### src/rtl/ahb_mtx_pkg.sv
// Shared AHB encodings and defaults for the matrix QoS arbiter.
// Burst lengths are expressed as remaining beats after NONSEQ.
package ahb_mtx_pkg;

    localparam int AGE_LIMIT_DEF = 8;

    typedef enum logic [1:0] {
        HT_IDLE   = 2'b00,
        HT_BUSY   = 2'b01,
        HT_NONSEQ = 2'b10,
        HT_SEQ    = 2'b11
    } htrans_e;

    typedef enum logic [2:0] {
        HB_SINGLE = 3'b000,
        HB_INCR   = 3'b001,
        HB_WRAP4  = 3'b010,
        HB_INCR4  = 3'b011,
        HB_WRAP8  = 3'b100,
        HB_INCR8  = 3'b101,
        HB_WRAP16 = 3'b110,
        HB_INCR16 = 3'b111
    } hburst_e;

    // Undefined-length INCR is held like a 4-beat burst.
    function automatic logic [3:0] burst_remain(input hburst_e b);
        logic [3:0] r;
        r = 4'd0;
        unique case (b)
            HB_SINGLE:           r = 4'd0;
            HB_INCR:             r = 4'd3;
            HB_WRAP4, HB_INCR4:  r = 4'd3;
            HB_WRAP8, HB_INCR8:  r = 4'd7;
            HB_WRAP16, HB_INCR16: r = 4'd15;
        endcase
        return r;
    endfunction

endpackage

### src/rtl/ahb_mtx_burst_tracker.sv
// Tracks remaining beats of the routed burst so the grant
// is not moved in the middle of a fixed-length transfer.
module ahb_mtx_burst_tracker
    import ahb_mtx_pkg::*;
(
    input  logic       HCLK,
    input  logic       HRESET,
    input  logic       HREADYM,
    input  logic       HSELM,
    input  logic [1:0] HTRANSM,
    input  logic [2:0] HBURSTM,
    output logic       next_hold
);

    logic [3:0] remain;
    logic [3:0] remain_nxt;

    always_comb begin
        remain_nxt = remain;
        if (!HSELM) begin
            remain_nxt = 4'd0;
        end else begin
            unique case (htrans_e'(HTRANSM))
                HT_IDLE:   remain_nxt = 4'd0;
                HT_BUSY:   remain_nxt = remain;
                HT_NONSEQ: remain_nxt = burst_remain(hburst_e'(HBURSTM));
                HT_SEQ:    remain_nxt = (remain == 4'd0) ? 4'd0
                                                         : remain - 4'd1;
            endcase
        end
    end

    assign next_hold = (remain_nxt != 4'd0);

    always_ff @(posedge HCLK or posedge HRESET) begin
        if (HRESET) begin
            remain <= 4'd0;
        end else if (HREADYM) begin
            remain <= remain_nxt;
        end
    end

endmodule

### src/rtl/ahb_mtx_qos_arbiter.sv
// Four-port AHB matrix arbiter: static priority with age promotion,
// round-robin tie break, burst and lock hold.
module ahb_mtx_qos_arbiter
    import ahb_mtx_pkg::*;
#(
    parameter int AGE_LIMIT = AGE_LIMIT_DEF
) (
    input  logic       HCLK,
    input  logic       HRESET,
    input  logic [3:0] req_port,
    input  logic [7:0] prio_cfg,
    input  logic       HREADYM,
    input  logic       HSELM,
    input  logic [1:0] HTRANSM,
    input  logic [2:0] HBURSTM,
    input  logic       HMASTLOCKM,
    output logic [1:0] addr_in_port,
    output logic       no_port,
    output logic [3:0] starve_flag
);

    logic [3:0] age_q   [4];
    logic [3:0] age_nxt [4];
    logic [2:0] eff     [4];
    logic [3:0] starve_nxt;
    logic       next_hold;
    logic       freeze;
    logic [1:0] start;
    logic [1:0] win;
    logic       found;
    logic [1:0] addr_nxt;
    logic       no_port_nxt;

    ahb_mtx_burst_tracker u_burst (
        .HCLK      (HCLK),
        .HRESET    (HRESET),
        .HREADYM   (HREADYM),
        .HSELM     (HSELM),
        .HTRANSM   (HTRANSM),
        .HBURSTM   (HBURSTM),
        .next_hold (next_hold)
    );

    assign freeze = HMASTLOCKM | next_hold;

    // Urgent ports outrank every static level (0..3).
    always_comb begin
        for (int i = 0; i < 4; i++) begin
            eff[i] = (age_q[i] >= 4'(AGE_LIMIT))
                   ? 3'd4 : {1'b0, prio_cfg[2*i +: 2]};
        end
    end

    always_comb begin
        logic [1:0] idx;
        logic [2:0] best;
        start = no_port ? 2'd0 : addr_in_port + 2'd1;
        found = 1'b0;
        win   = start;
        best  = 3'd0;
        idx   = start;
        for (int k = 0; k < 4; k++) begin
            idx = start + 2'(k);
            if (req_port[idx] && (!found || eff[idx] > best)) begin
                found = 1'b1;
                win   = idx;
                best  = eff[idx];
            end
        end
    end

    always_comb begin
        addr_nxt    = addr_in_port;
        no_port_nxt = no_port;
        if (!freeze) begin
            if (found) begin
                addr_nxt    = win;
                no_port_nxt = 1'b0;
            end else if (no_port || !HSELM) begin
                no_port_nxt = 1'b1;
            end
        end
    end

    always_comb begin
        for (int i = 0; i < 4; i++) begin
            if (!req_port[i] ||
                (!no_port_nxt && addr_nxt == 2'(i))) begin
                age_nxt[i] = 4'd0;
            end else if (age_q[i] != 4'hF) begin
                age_nxt[i] = age_q[i] + 4'd1;
            end else begin
                age_nxt[i] = age_q[i];
            end
            starve_nxt[i] = (age_nxt[i] >= 4'(AGE_LIMIT));
        end
    end

    always_ff @(posedge HCLK or posedge HRESET) begin
        if (HRESET) begin
            addr_in_port <= 2'd0;
            no_port      <= 1'b1;
            starve_flag  <= 4'd0;
            for (int i = 0; i < 4; i++) age_q[i] <= 4'd0;
        end else if (HREADYM) begin
            addr_in_port <= addr_nxt;
            no_port      <= no_port_nxt;
            starve_flag  <= starve_nxt;
            for (int i = 0; i < 4; i++) age_q[i] <= age_nxt[i];
        end
    end

endmodule

### config.mk
export PLATFORM = sky130hd
export DESIGN_NAME = ahb_mtx_qos_arbiter
export DESIGN_NICKNAME = d
export VERILOG_FILES = /design/src/rtl/ahb_mtx_pkg.sv /design/src/rtl/ahb_mtx_burst_tracker.sv /design/src/rtl/ahb_mtx_qos_arbiter.sv
export SDC_FILE = /design/constraint.sdc
export NUM_CORES = 1
export LEC_CHECK = 0
export ABC_AREA = 1
export CORE_ASPECT_RATIO = 0.8
export CORE_MARGIN = 4
export CORE_UTILIZATION = 39
export CTS_BUF_LIST = sky130_fd_sc_hd__clkbuf_16
export CTS_CLUSTER_DIAMETER = 50
export DETAILED_ROUTE_END_ITERATION = 12
export SYNTH_ARGS = -nofsm -noshare
export SYNTH_HDL_FRONTEND = slang
export SYNTH_HIERARCHICAL = 1
export SYNTH_SLANG_ARGS = --single-unit
### constraint.sdc
create_clock -name HCLK -period 4.7 [get_ports HCLK]
set_input_delay 0.47 -clock HCLK [delete_from_list [all_inputs] [get_ports HCLK]]
set_output_delay 0.47 -clock HCLK [all_outputs]
set_load 0.01 [all_outputs]
# Yosys cells after proc, flatten, opt, wreduce, memory -nomap -nowiden
# Memory sizes are Yosys's and may differ from the RTL's.
# Index checks and enable logic that the tools add are counted.
totals:
  register_bits: 27
  romBits: 32
  elab_cells: 131
  memories: 1
memory_table:
  columns: ["name", "words", "word_bits", "rd", "rd_ports_with_merged_regs", "write_ports", "line_no", "source"]
  rows:
  - ["(no name shown)", 8, 4, 1, 0, 0, "ahb_mtx_pkg.sv:29", "unique case (b)"]
classes:
  add_sub_neg: 9
  n_lt_le_gt_ge: 19
  n_eq_ne: 10
  muxes: 51
  bitwise_logic: 5
  n_reduce_logical: 28
op_table:
  columns: ["cell", "count"]
  rows:
  - ["$mux W3", 15]
  - ["$mux W4", 10]
  - ["$ge A4 B4 Y1 const B", 8]
  - ["$bmux W3 S2", 4]
  - ["$add A4 B1 Y4 const B", 4]
  - ["$ne A4 B4 Y1 const B", 4]
  - ["$pmux W4 S4", 1]
  - ["$ge A3 B3 Y1 const B", 4]
  - ["$lt A2 B3 Y1 const B", 4]
  - ["$mux W2", 6]
  - ["$not A2 Y3", 4]
  - ["$mux W1", 11]
  - ["$gt A3 B3 Y1", 3]
  - ["$logic_not A1 Y1", 9]
  - ["$bmux W1 S2", 4]
  - ["$eq A2 B2 Y1 const B", 4]
  - ["$logic_or A1 B1 Y1", 8]
  - ["$logic_and A1 B1 Y1", 7]
  - ["$add A2 B1 Y2 const B", 2]
  - ["$add A2 B2 Y2 const B", 2]
  - ["$eq A2 B1 Y1 const B", 2]
  - ["$logic_not A2 Y1", 2]
  - ["$logic_not A4 Y1", 1]
  - ["$reduce_bool A4 Y1", 1]
  - ["other kinds (2)", 2]

# Depth between registers and ports, before layout
depth:
  depth_word: 26
  ltp_mapped: 40
  depth_no_buf: 39

# By module
# Netlist, hierarchy kept.
by_module_without_submodules:
  columns: ["module", "n_inst", "cells_each", "area_each_um2"]
  rows:
  - ["ahb_mtx_qos_arbiter", 1, 342, 2248.4]
  - ["ahb_mtx_burst_tracker", 1, 58, 372.9]

# Worst setup path after synthesis
# OpenSTA, ideal clock, no wires.
synth_path:
  path_kind: "reg-to-reg"
  start: "register addr_in_port[0]"
  end: "register age_q[8] (netlist bit)"
  arrival_ps: 4261
  required_time_ps: 4567
  slack_ps: 307
  stages_incl_launch_ff: 35
  path_cell_list: "dfrtp_1 > buf_2 > nand2_1 > nand2_1 > nor2_2 > clkbuf_1 > nand2_1 > o211ai_1 > ha_1 > a21oi_1 > nand2_1 > nand2_1 > nand3_1 > nand2_4 > o21ai_0 > ha_1 > nand2_1 > o21ai_0 > nand2_1 > nand2_4 > nand2_4 > nand2_1 > o21ai_0 > ha_1 > nand2_1 > o21ai_0 > nand2_1 > o211ai_1 > nor2_1 > nand2_1 > inv_1 > nor2_2 > nand3_2 > nand2_2 > a21oi_2"
synth_between:
  elab_chain_len: 25
  elab_cells_between_ends: 60
  classes_between: "4 x add/sub; 3 x order compare; 1 x eq/ne; 36 x mux; 4 x bitwise; 12 x reduce/logical"
synth_rtl:
  columns: ["element", "line_no", "source"]
  rows:
  - ["from (decl)", "ahb_mtx_qos_arbiter.sv:17", "output logic [1:0] addr_in_port,"]
  - ["from (signal assigned)", "ahb_mtx_qos_arbiter.sv:106", "addr_in_port <= addr_nxt;"]
  - ["$add A2 B1 Y2", "ahb_mtx_qos_arbiter.sv:57", "start = no_port ? 2'd0 : addr_in_port + 2'd1;"]
  - ["$mux W2", "ahb_mtx_qos_arbiter.sv:57", null]
  - ["$add A2 B1 Y2 / $not A2 Y3 (equally long branches)", "ahb_mtx_qos_arbiter.sv:63, ahb_mtx_qos_arbiter.sv:67", null]
  - ["$not A2 Y3 (implied by the code) / $bmux W3 S2 (equally long branches)", "ahb_mtx_qos_arbiter.sv:64, ahb_mtx_qos_arbiter.sv:67", null]
  - ["$bmux W3 S2 / $mux W3 (equally long branches)", "ahb_mtx_qos_arbiter.sv:64, ahb_mtx_qos_arbiter.sv:67", null]
  - ["$mux W3, on equally long branches (2 in series)", "ahb_mtx_qos_arbiter.sv:64, ahb_mtx_qos_arbiter.sv:67", null]
  - ["$gt A3 B3 Y1", "ahb_mtx_qos_arbiter.sv:64", "if (req_port[idx] && (!found || eff[idx] > best)) begin"]
  - ["$logic_or A1 B1 Y1", "ahb_mtx_qos_arbiter.sv:64", null]
  - ["[... 8 more ...]", null, null]
  - ["$logic_and A1 B1 Y1", "ahb_mtx_qos_arbiter.sv:64", null]
  - ["$mux W2 / $mux W1 (equally long branches)", "ahb_mtx_qos_arbiter.sv:64", null]
  - ["$mux W2 / $mux W1 (equally long branches)", "ahb_mtx_qos_arbiter.sv:76", "if (found) begin"]
  - ["$mux W2 / $mux W1 (equally long branches)", "ahb_mtx_qos_arbiter.sv:75", "if (!freeze) begin"]
  - ["$eq A2 B1 Y1 / $logic_not A1 Y1 (equally long branches)", "ahb_mtx_qos_arbiter.sv:88", "(!no_port_nxt && addr_nxt == 2'(i))) begin"]
  - ["$logic_and A1 B1 Y1 *", "ahb_mtx_qos_arbiter.sv:88", null]
  - ["$logic_or A1 B1 Y1 *", "ahb_mtx_qos_arbiter.sv:87", "if (!req_port[i] ||"]
  - ["$mux W4 *", "ahb_mtx_qos_arbiter.sv:87", null]
  - ["to (decl)", "ahb_mtx_qos_arbiter.sv:22", "logic [3:0] age_q [4];"]
# Mark *: on every way between the ends. The rest lies on a longest branch, timed or not. The select of a mux whose other input is x is not followed.
# A chain may end at the register's enable or synchronous reset.

# Final worst setup path
layout_path:
  start: "register addr_in_port[0]"
  end: "register age_q[11] (netlist bit)"
# Same word-level chain as after synthesis.

==> results.py <==
metrics = {
    "outcome": {
        "outcome": "completed",
    },
    "cts": {
        "cts_tree": "built",
        "hold_buffers": 0,
        "clkLatencyLatePin_ns": 0.26,
        "numCtsBuffers": 3,
        "clk_path_buf_depth": 2,
        "cts_root_buf": "clkbuf_16",
        "cts.sinks": 25,
        "clk_pin_slew_worst_paths_ns": 0.07,
        "htree_num_levels": 1,
    },
    "sta": {
        "relSlewSlack": 0.462,
        "worst_pin_slew_ns": 0.806,
        "fmax_mhz": 216,
        "whs_ns": 0.412,
        "skew_ns": 0.00655,
        "grt_setup_unrepaired": "true",
        "fin_crit_ns": 4.63,
        "report.final.slew_viol_count": 0,
        "setup_viol": 0,
        "finalHoldViolCount": 0,
        "post-route-period-util": 0.986,
    },
    "floorplan": {
        "initial_core_util": 0.407,
        "ios": 29,
        "die_w_um": 99.7,
        "fp.dieH_um": 81.3,
        "die_area_um2": 8100,
        "core_um2": 6440,
        "rows": 26,
    },
    "worst_setup_path": {
        "slowest_delay_ns": 0.49,
        "slowest_stage": "dfrtp_2",
        "crit_fanout": 8,
        "cpMostUsedCell": "nand2_2",
        "path_delay_family": "simple AND/OR/NAND/NOR gates",
        "setup.worst_path.class": "reg -> reg",
        "worstSetupEndpointType": "register",
        "startpoint_type": "register",
        "crit_arrival_ns": 4.79,
        "crit_buf_inv": 2,
        "required_ns": 4.85,
        "r2r_slack_ns": 0.07,
    },
    "final_layout": {
        "fin_nets": 514,
        "seq_area_um2": 628,
        "fin_cells": 556,
        "multi_input_area_um2": 2030,
        "antenna_cells": 0,
        "syn_to_final_growth_pct": 41.1,
        "fill_cells": 596,
        "final_layout_size_suffix_gt1_frac": 0.307,
    },
    "placement": {
        "dp_hpwl_mm": 5.41,
        "dpl.cell_count": 536,
        "io_buffers": 28,
        "place.gp.congestion": 0.936,
    },
    "yosys": {
        "ys_top_cells_by_count": "109 x nand2_1, 48 x inv_1, 38 x o21ai_0",
        "synth_edf_count": 0,
        "ys.flop_type": "dfrtp_1",
        "syn_avg_cell_area_um2": 6.55,
        "synth_top_area_share": 0.229,
        "ys.warnings.count": 6,
        "seq_area_frac_synth": 0.239,
        "synth_cells": 400,
        "synth.most_common_cell": "nand2_1",
        "ys_seq_elements": 25,
        "syn_area_um2": 2620,
        "synth_fp_nets": 441,
        "ys_types": 32,
        "synth.area.top_cells": "dfrtp_1 23%, nand2_1 16%, ha_1 9.1%",
        "async_flop_share": 1.00,
        "yosysTopAreaCell": "dfrtp_1",
    },
    "hold_path": {
        "hold_path.class": "in -> async",
    },
    "routing": {
        "drt_iter0_drc": 163,
        "wl_per_cell_um": 13.9,
        "num_vias": 2925,
        "routed_wl_mm": 7.73,
        "drt-vias-per-instance": 5.26,
        "firstDrtPassIters": 5,
        "drc": 0,
        "ant_nets": 0,
    },
    "global_route": {
        "grt_pass1_wl_mm": 11.8,
        "grtUsageTotal": 0.176,
        "grt_pass1_vias": 2544,
        "antenna_found_initial": 0,
        "grt_max_degree": 27,
        "grt.overflow.total": 0,
    },
    "run": {
        "max_cap_viol_count": 0,
    },
}
==> registers in the layout, summed over array words and instances, names as in the netlist <==
signal / cells
starve_flag: 4
u_burst/remain: 4
no_port: 1
age_q: 14
addr_in_port: 2
==> layout make-up <==
type	count	area share
Tap cell	84	0.0284
Clock inverter	1	0.00102
Timing Repair Buffer	75	0.177
Inverter	53	0.0545
Sequential cell	25	0.170
Clock buffer	3	0.0203
Multi-Input combinational cell	315	0.549
==> timing repair <==
item	4_1_cts	5_1_grt
cloned	1	1
pin swaps	14	44
gates resized for setup	10	69
setup endpoints to repair	19	20
buffers inserted	6	8
==> cell usage in the layout (no fill, tap or decap), types with 5 or more instances in the layout <==
cell type,n
dfrtp_1,23
xor2_1,5
inv_1,46
o21ai_0,25
buf_4,43
ha_1,16
o21ai_2,15
a21oi_1,10
nand2_4,8
nor2_4,5
nor2_1,22
nand2_1,95
nand2_2,28
nand3_1,27
nand3_2,7
o211ai_1,8
o21ai_1,9
a21oi_2,6
inv_2,6
clkdlybuf4s50_1,24
==> worst reg2reg max path: cells and delay by family, from the launching register on <==
kind                     cells  cell delay [ns]
AND/OR/NAND/NOR             21             1.96
adder cells (fa/ha/maj)      3             0.95
AO/OA/AOI/OAI                7             0.87
flip-flops                   1             0.49
buffers and inverters        2             0.25
==> metal layers <==
metal	track usage	part of all wire	up-vias
met5	0	0	-
li1	-	-	1453
met1	0.250	0.47	1350
met3	0.0335	0.076	6
met4	0.0177	0.0021	0
met2	0.288	0.45	116
==> path summary, 6_finish.rpt <==
| kind | end | startpoint | cells past startpoint |
|---|---|---|---|
| min | u_burst/remain[3]$_DFFE_PP0P_ | HRESET | 2 |
| max reg2reg | age_q[11]$_DFFE_PP0P_ | addr_in_port[0]$_DFFE_PP0P_ | 33 |
| min in group HCLK | starve_flag[3]$_DFFE_PP0P_ | starve_flag[3]$_DFFE_PP0P_ | 2 |
| max in group asynchronous | addr_in_port[0]$_DFFE_PP0P_ | HRESET | 2 |
| min reg2reg | starve_flag[3]$_DFFE_PP0P_ | starve_flag[3]$_DFFE_PP0P_ | 2 |
| max | age_q[11]$_DFFE_PP0P_ | addr_in_port[0]$_DFFE_PP0P_ | 33 |
==> cells by family (layout without fill, tap and decap cells) <==
family | Yosys count | after routing | share of synthesized area
AND/OR/NAND/NOR | 204 | 206 | 0.366
AO/OA/AOI/OAI | 85 | 85 | 0.195
buffers and inverters | 62 | 132 | 0.0926
flip-flops | 25 | 25 | 0.239
adder cells (fa/ha/maj) | 19 | 19 | 0.0907
XOR/XNOR | 5 | 5 | 0.0167
==> stage by stage <==
step / cell area [um^2] / utilization / TNS (ns) / worst slack (ns)
global route: 3700 / 0.574 / -3.35 / -0.245
CTS: 3360 / 0.521 / 0 / 0.0145
finish: 3700 / 0.574 / 0 / 0.0651
floorplan: 2620 / - / 0 / 0.307
detailed placement: 3210 / 0.498 / -6.87 / -0.392
global placement: 3210 / 0.498 / -4.82 / -0.283
Power is not shown: default switching activity piles up to over one toggle a cycle in this logic, so the estimate is an artifact.
